`src/rtl/conffti_pkg.sv`:
```
// conffti_pkg: definitions shared across the conFFTi synth blocks.
//   note_en_t          - note event kind carried from the decoder to the voice allocator
//   MIDI status nibbles - upper nibble of channel-voice status bytes
//   midi_dec_state_t   - MIDI note decoder parser state
package conffti_pkg;

   typedef enum logic {
      OFF = 1'b0,
      ON  = 1'b1
   } note_en_t;

   localparam logic [3:0] NOTE_OFF      = 4'h8;
   localparam logic [3:0] NOTE_ON       = 4'h9;
   localparam logic [3:0] PROG_CHANGE   = 4'hC;
   localparam logic [3:0] CHAN_PRESSURE = 4'hD;

   // IDLE: no running status. WAIT_D1/WAIT_D2: expecting first/second data byte.
   typedef enum logic [1:0] {
      IDLE    = 2'd0,
      WAIT_D1 = 2'd1,
      WAIT_D2 = 2'd2
   } midi_dec_state_t;

endpackage

```
`src/rtl/midi_note_decoder.sv`:
```
// midi_note_decoder: parses a MIDI byte stream (with running status and transparent
// real-time bytes) into note on/off events for the voice allocator.
// Parameters:
//   CHANNEL    - MIDI channel accepted when OMNI=0
//   OMNI       - 1 accepts note messages on every channel
// Ports:
//   clk        - clock, rising edge
//   reset      - asynchronous active-high reset
//   byte_valid - qualifies byte_in for one cycle
//   byte_in    - received MIDI byte
//   event_en   - one-cycle note event strobe (voice allocator input_en)
//   note_en    - ON/OFF for the event, held between events
//   note       - MIDI note number, held between events
//   velocity   - note velocity (0 for OFF), held between events
//   sync_error - one-cycle strobe when a data byte arrives with no running status
module midi_note_decoder
   import conffti_pkg::*;
#(
   parameter logic [3:0] CHANNEL = 4'd0,
   parameter bit         OMNI    = 1'b0
) (
   input  logic       clk,
   input  logic       reset,
   input  logic       byte_valid,
   input  logic [7:0] byte_in,
   output logic       event_en,
   output note_en_t   note_en,
   output logic [6:0] note,
   output logic [6:0] velocity,
   output logic       sync_error
);

   midi_dec_state_t r_state, w_state;
   logic [7:0]      r_status, w_status;   // running status, 0 when none
   logic [6:0]      r_data1, w_data1;
   logic            r_event_en, w_event_en;
   logic            r_sync_error, w_sync_error;
   note_en_t        r_note_en, w_note_en;
   logic [6:0]      r_note, w_note;
   logic [6:0]      r_velocity, w_velocity;

   logic            w_complete;
   logic [6:0]      w_data2;
   logic            w_one_byte;
   logic            w_is_note;
   logic            w_chan_ok;

   assign w_one_byte = (r_status[7:4] == PROG_CHANGE) || (r_status[7:4] == CHAN_PRESSURE);
   assign w_is_note  = (r_status[7:4] == NOTE_ON) || (r_status[7:4] == NOTE_OFF);
   assign w_chan_ok  = OMNI || (r_status[3:0] == CHANNEL);

   always_comb begin
      w_state      = r_state;
      w_status     = r_status;
      w_data1      = r_data1;
      w_event_en   = 1'b0;
      w_sync_error = 1'b0;
      w_note_en    = r_note_en;
      w_note       = r_note;
      w_velocity   = r_velocity;
      w_complete   = 1'b0;
      w_data2      = '0;

      if (byte_valid) begin
         if (byte_in[7]) begin
            if (byte_in[7:3] == 5'b11111) begin
               // Real-time byte: transparent, even in the middle of a message.
            end else if (byte_in[7:4] == 4'hF) begin
               w_status = '0;
               w_state  = IDLE;
            end else begin
               w_status = byte_in;
               w_state  = WAIT_D1;
            end
         end else begin
            case (r_state)
               IDLE: w_sync_error = 1'b1;
               WAIT_D1: begin
                  w_data1 = byte_in[6:0];
                  if (w_one_byte) begin
                     w_complete = 1'b1;
                  end else begin
                     w_state = WAIT_D2;
                  end
               end
               WAIT_D2: begin
                  w_data2    = byte_in[6:0];
                  w_complete = 1'b1;
                  w_state    = WAIT_D1;
               end
               default: w_state = IDLE;
            endcase
         end
      end

      // One-byte messages are never note messages, so r_data1 is always the note here.
      if (w_complete && w_is_note && w_chan_ok) begin
         w_event_en = 1'b1;
         w_note     = r_data1;
         if ((r_status[7:4] == NOTE_ON) && (w_data2 != 7'd0)) begin
            w_note_en  = ON;
            w_velocity = w_data2;
         end else begin
            w_note_en  = OFF;
            w_velocity = 7'd0;
         end
      end
   end

   always_ff @(posedge clk or posedge reset) begin
      if (reset) begin
         r_state      <= IDLE;
         r_status     <= '0;
         r_data1      <= '0;
         r_event_en   <= 1'b0;
         r_sync_error <= 1'b0;
         r_note_en    <= OFF;
         r_note       <= '0;
         r_velocity   <= '0;
      end else begin
         r_state      <= w_state;
         r_status     <= w_status;
         r_data1      <= w_data1;
         r_event_en   <= w_event_en;
         r_sync_error <= w_sync_error;
         r_note_en    <= w_note_en;
         r_note       <= w_note;
         r_velocity   <= w_velocity;
      end
   end

   assign event_en   = r_event_en;
   assign sync_error = r_sync_error;
   assign note_en    = r_note_en;
   assign note       = r_note;
   assign velocity   = r_velocity;

endmodule

```
`config.mk`:
```
export PLATFORM = sky130hd
export DESIGN_NAME = midi_note_decoder
export DESIGN_NICKNAME = d
export VERILOG_FILES = /design/src/rtl/conffti_pkg.sv /design/src/rtl/midi_note_decoder.sv
export SDC_FILE = /design/constraint.sdc
export NUM_CORES = 1
export LEC_CHECK = 0
export ABC_CLOCK_PERIOD_IN_PS = 2080
export BUFFER_PORTS_ARGS = -buffer_cell sky130_fd_sc_hd__clkbuf_2
export CELL_PAD_IN_SITES_DETAIL_PLACEMENT = 0
export CELL_PAD_IN_SITES_GLOBAL_PLACEMENT = 1
export CORE_UTILIZATION = 43
export CTS_CLUSTER_SIZE = 12
export DETAILED_ROUTE_END_ITERATION = 7
export GPL_TIMING_DRIVEN = 1
export PLACE_DENSITY_LB_ADDON = 0.1
export SYNTH_ARGS = -nofsm -noshare
export SYNTH_HDL_FRONTEND = slang
export SYNTH_SLANG_ARGS = --single-unit
```
`constraint.sdc`:
```
create_clock -name clk -period 2.08 [get_ports clk]
set_clock_uncertainty 0.1 [all_clocks]
set_input_delay 0 -clock clk [delete_from_list [all_inputs] [get_ports clk]]
set_output_delay 0 -clock clk [all_outputs]
set_load 0.05 [all_outputs]
```
==> reports/metrics.yaml <==
synthesis:
  synth_edf_count: 0
  yosysMostFrequentCell: "dfrtp_1"
  yosys-top-cells-count: "dfrtp_1 (34), nand2_1 (19), mux2_2 (10)"
  syn_area_mm2: 0.00147
  ys_warn_count: 0
  synth_top_cell_area_share_pct: 58.0
  seq_area_frac_synth_pct: 58.0
  async_reset_ff_share_pct: 100
  synth_ff_type: "dfrtp_1"
  yosysTopAreaCell: "dfrtp_1"
  yosys_register_bits: 34
  synth_cells: 116
  syn_area_per_cell_um2: 12.6
  synth.area.top_cells: "dfrtp_1 (58%), mux2_2 (7.7%), nand2_1 (4.9%), a22o_1 (4.8%), mux2_4 (4.1%)"
  syn_nets: 131
  synth.distinct_cells: 28
grt:
  grt.total_usage_pct: 18.8
  antenna_found_initial: 0
  grt_pass1_wl_um: 4860
  grt.overflow.total: 0
  grt_pass1_vias: 1019
  grt_start_max_net_pins: 35
timing:
  worst_slack_ns: 0.228
  clock.fmax_ghz: 0.540
  report.final.slew_viol_count: 0
  max_slew_margin_pct: 64.1
  hold_viol_final: 0
  setup_viol: 0
  whs_ns: 0.190
  fin_setup_tns_ns: 0
  worst_pin_slew_ns: 0.536
  fin_crit_ns: 1.85
  grt_setup_unrepaired: "no"
  period_share_pct: 89.0
clock_tree:
  clkSlewWorstSetupHoldPaths_ns: 0.11
  htreeDepth: 2
  worstSkewPairLatency_ns: 0.33
  clockRootBuffer: "clkbuf_4"
  cts_tree: "built"
  clk_path_buf_depth: 2
  numCtsBuffers: 5
  cts_setup_buffers: 0
  numClockSinks: 34
floorplan:
  initial_core_util_pct: 46.5
  die_h_um: 60.4
  die_w_um: 60.4
  dieArea_mm2: 0.00365
  coreArea_mm2: 0.00315
  io_pins: 28
  row_count: 20
setup_path:
  critPathRequiredTime_ns: 2.20
  crit_family: "flip-flops"
  path_cells: "inv_1 -> ha_1 -> and4bb_2 -> nand4_2 -> buf_4 -> mux2_4"
  cp-startpoint: "r_state[1]"
  path_max_fanout: 14
  r2r_slack_ns: 0.23
  path_buf_inv: 2
  cpMaxStageDelayCell: "dfrtp_1"
  slowest_delay_ns: 0.41
  arrival_ns: 1.98
  path_class: "reg -> reg"
  ff2ff_path_depth: 6
  cp_num_cells: 6
  startpoint_type: "flip-flop"
  worstSetupEndpointType: "flip-flop"
  timing.rr.end: "note[2]"
  r2r_start: "r_state[1]"
finish:
  nets: 174
  antenna_cells: 0
  final_util_pct: 57.5
  instances_no_fill: 204
  finalInstanceArea_mm2: 0.00181
  drive_gt1_share_pct: 35.0
  syn_to_final_growth_pct: 23.7
power_and_ir_drop:
  p_per_area_mw_per_mm2: 906
  leakagePower_nw: 0.908
  power_mw: 1.64
  ir_drop_uv: 590
placement:
  dp_hpwl_um: 2040
  place_area_mm2: 0.00165
  place_congestion: 0.712
  io_buffers: 27
  dp_cells: 186
  pre_cts_ws_ns: 0.243
drt:
  routed_wl_um: 2950
  num_vias: 1035
  drtIter0Drc: 27
  post_drt_via_cell_ratio: 5.07
  drc_errors: 0
  drt_pre_antenna_iters: 4
  post_drt_wl_per_cell_um: 14.5
  antenna_left: 0
flow_run:
  drv_cap: 0
run_status:
  status: "completed"
worst_hold_path:
  hold_class: "in -> async"
## worst reg2reg max path, cell delays in order, from the launching register on
cell and delay, ns:
dfrtp_1 0.41, inv_1 0.13, ha_1 0.26, and4bb_2 0.24, nand4_2 0.09, buf_4 0.21
mux2_4 0.31
## logic make-up (layout without fill, tap and decap cells)
group | Yosys count | count (layout) | synth area share (%)
AO/OA/AOI/OAI | 20 | 20 | 9.47
adder cells (fa/ha/maj) | 4 | 4 | 3.41
buffers and inverters | 7 | 51 | 2.47
flip-flops | 34 | 34 | 58.0
multiplexers | 16 | 16 | 13.1
AND/OR/NAND/NOR | 35 | 35 | 13.5
## power breakdown
part	total, mW	switching (mW)	internal [mW]
Sequential	0.864	0.0795	0.785
Clock	0.383	0.220	0.164
Combinational	0.397	0.204	0.193
Total	1.64	0.503	1.14
## what timing repair did
action	4_1_cts	5_1_grt
hold buffers	10	0
resized for setup	0	0
endpoints found under the hold margin	60	0
## per-layer routing
metal  wire length, um  GRT usage [%]  share of wire [%]  vias up
met1              1420           24.5                 48      510
met2              1340           28.3                 46       25
met3               125           6.18                4.2        8
li1                  -              -                  -      492
met4                60           8.97                2.0        0
met5                 0              0                  0        -
## registers in the layout (all words and copies together), names as in the netlist
| signal | flops |
|---|---|
| r_status | 8 |
| r_data1 | 7 |
| note_en | 1 |
| note | 7 |
| sync_error | 1 |
| event_en | 1 |
| velocity | 7 |
| r_state | 2 |
## layout by cell type (no fill, tap or decap), types with 2 or more instances in the layout
cell           netlist  layout
a21o_1               2       2
a22o_1               8       8
buf_4                0       3
clkbuf_2             1      27
clkbuf_4             0       5
dfrtp_1             34      34
dlygate4sd3_1        0      10
ha_1                 4       4
inv_1                3       3
mux2_2              10      10
mux2_4               4       4
mux2i_1              2       2
nand2_1             19      19
nand2b_1             2       2
nor2_1               2       2
nor4b_1              2       2
o21ai_0              9       9
## final cells by class
type,count,area (um^2)
Inverter,3,11.3
Sequential cell,34,851
Timing Repair Buffer,40,258
Clock buffer,7,55.1
Clock inverter,1,5.00
Multi-Input combinational cell,75,579
Fill cell,286,1340
Tap cell,44,55.1
## how the worst max path moves through the flow
stage	to	slack, ns
6_report	note[2]	0.23
5_1_grt	note[0]	0.17
4_1_cts	note[1]	0.23
3_5_place_dp	note[1]	0.24
3_3_place_gp	note[2]	0.29
2_1_floorplan	note[0]	0.32
Note: power is estimated with default switching activity, not from simulation.
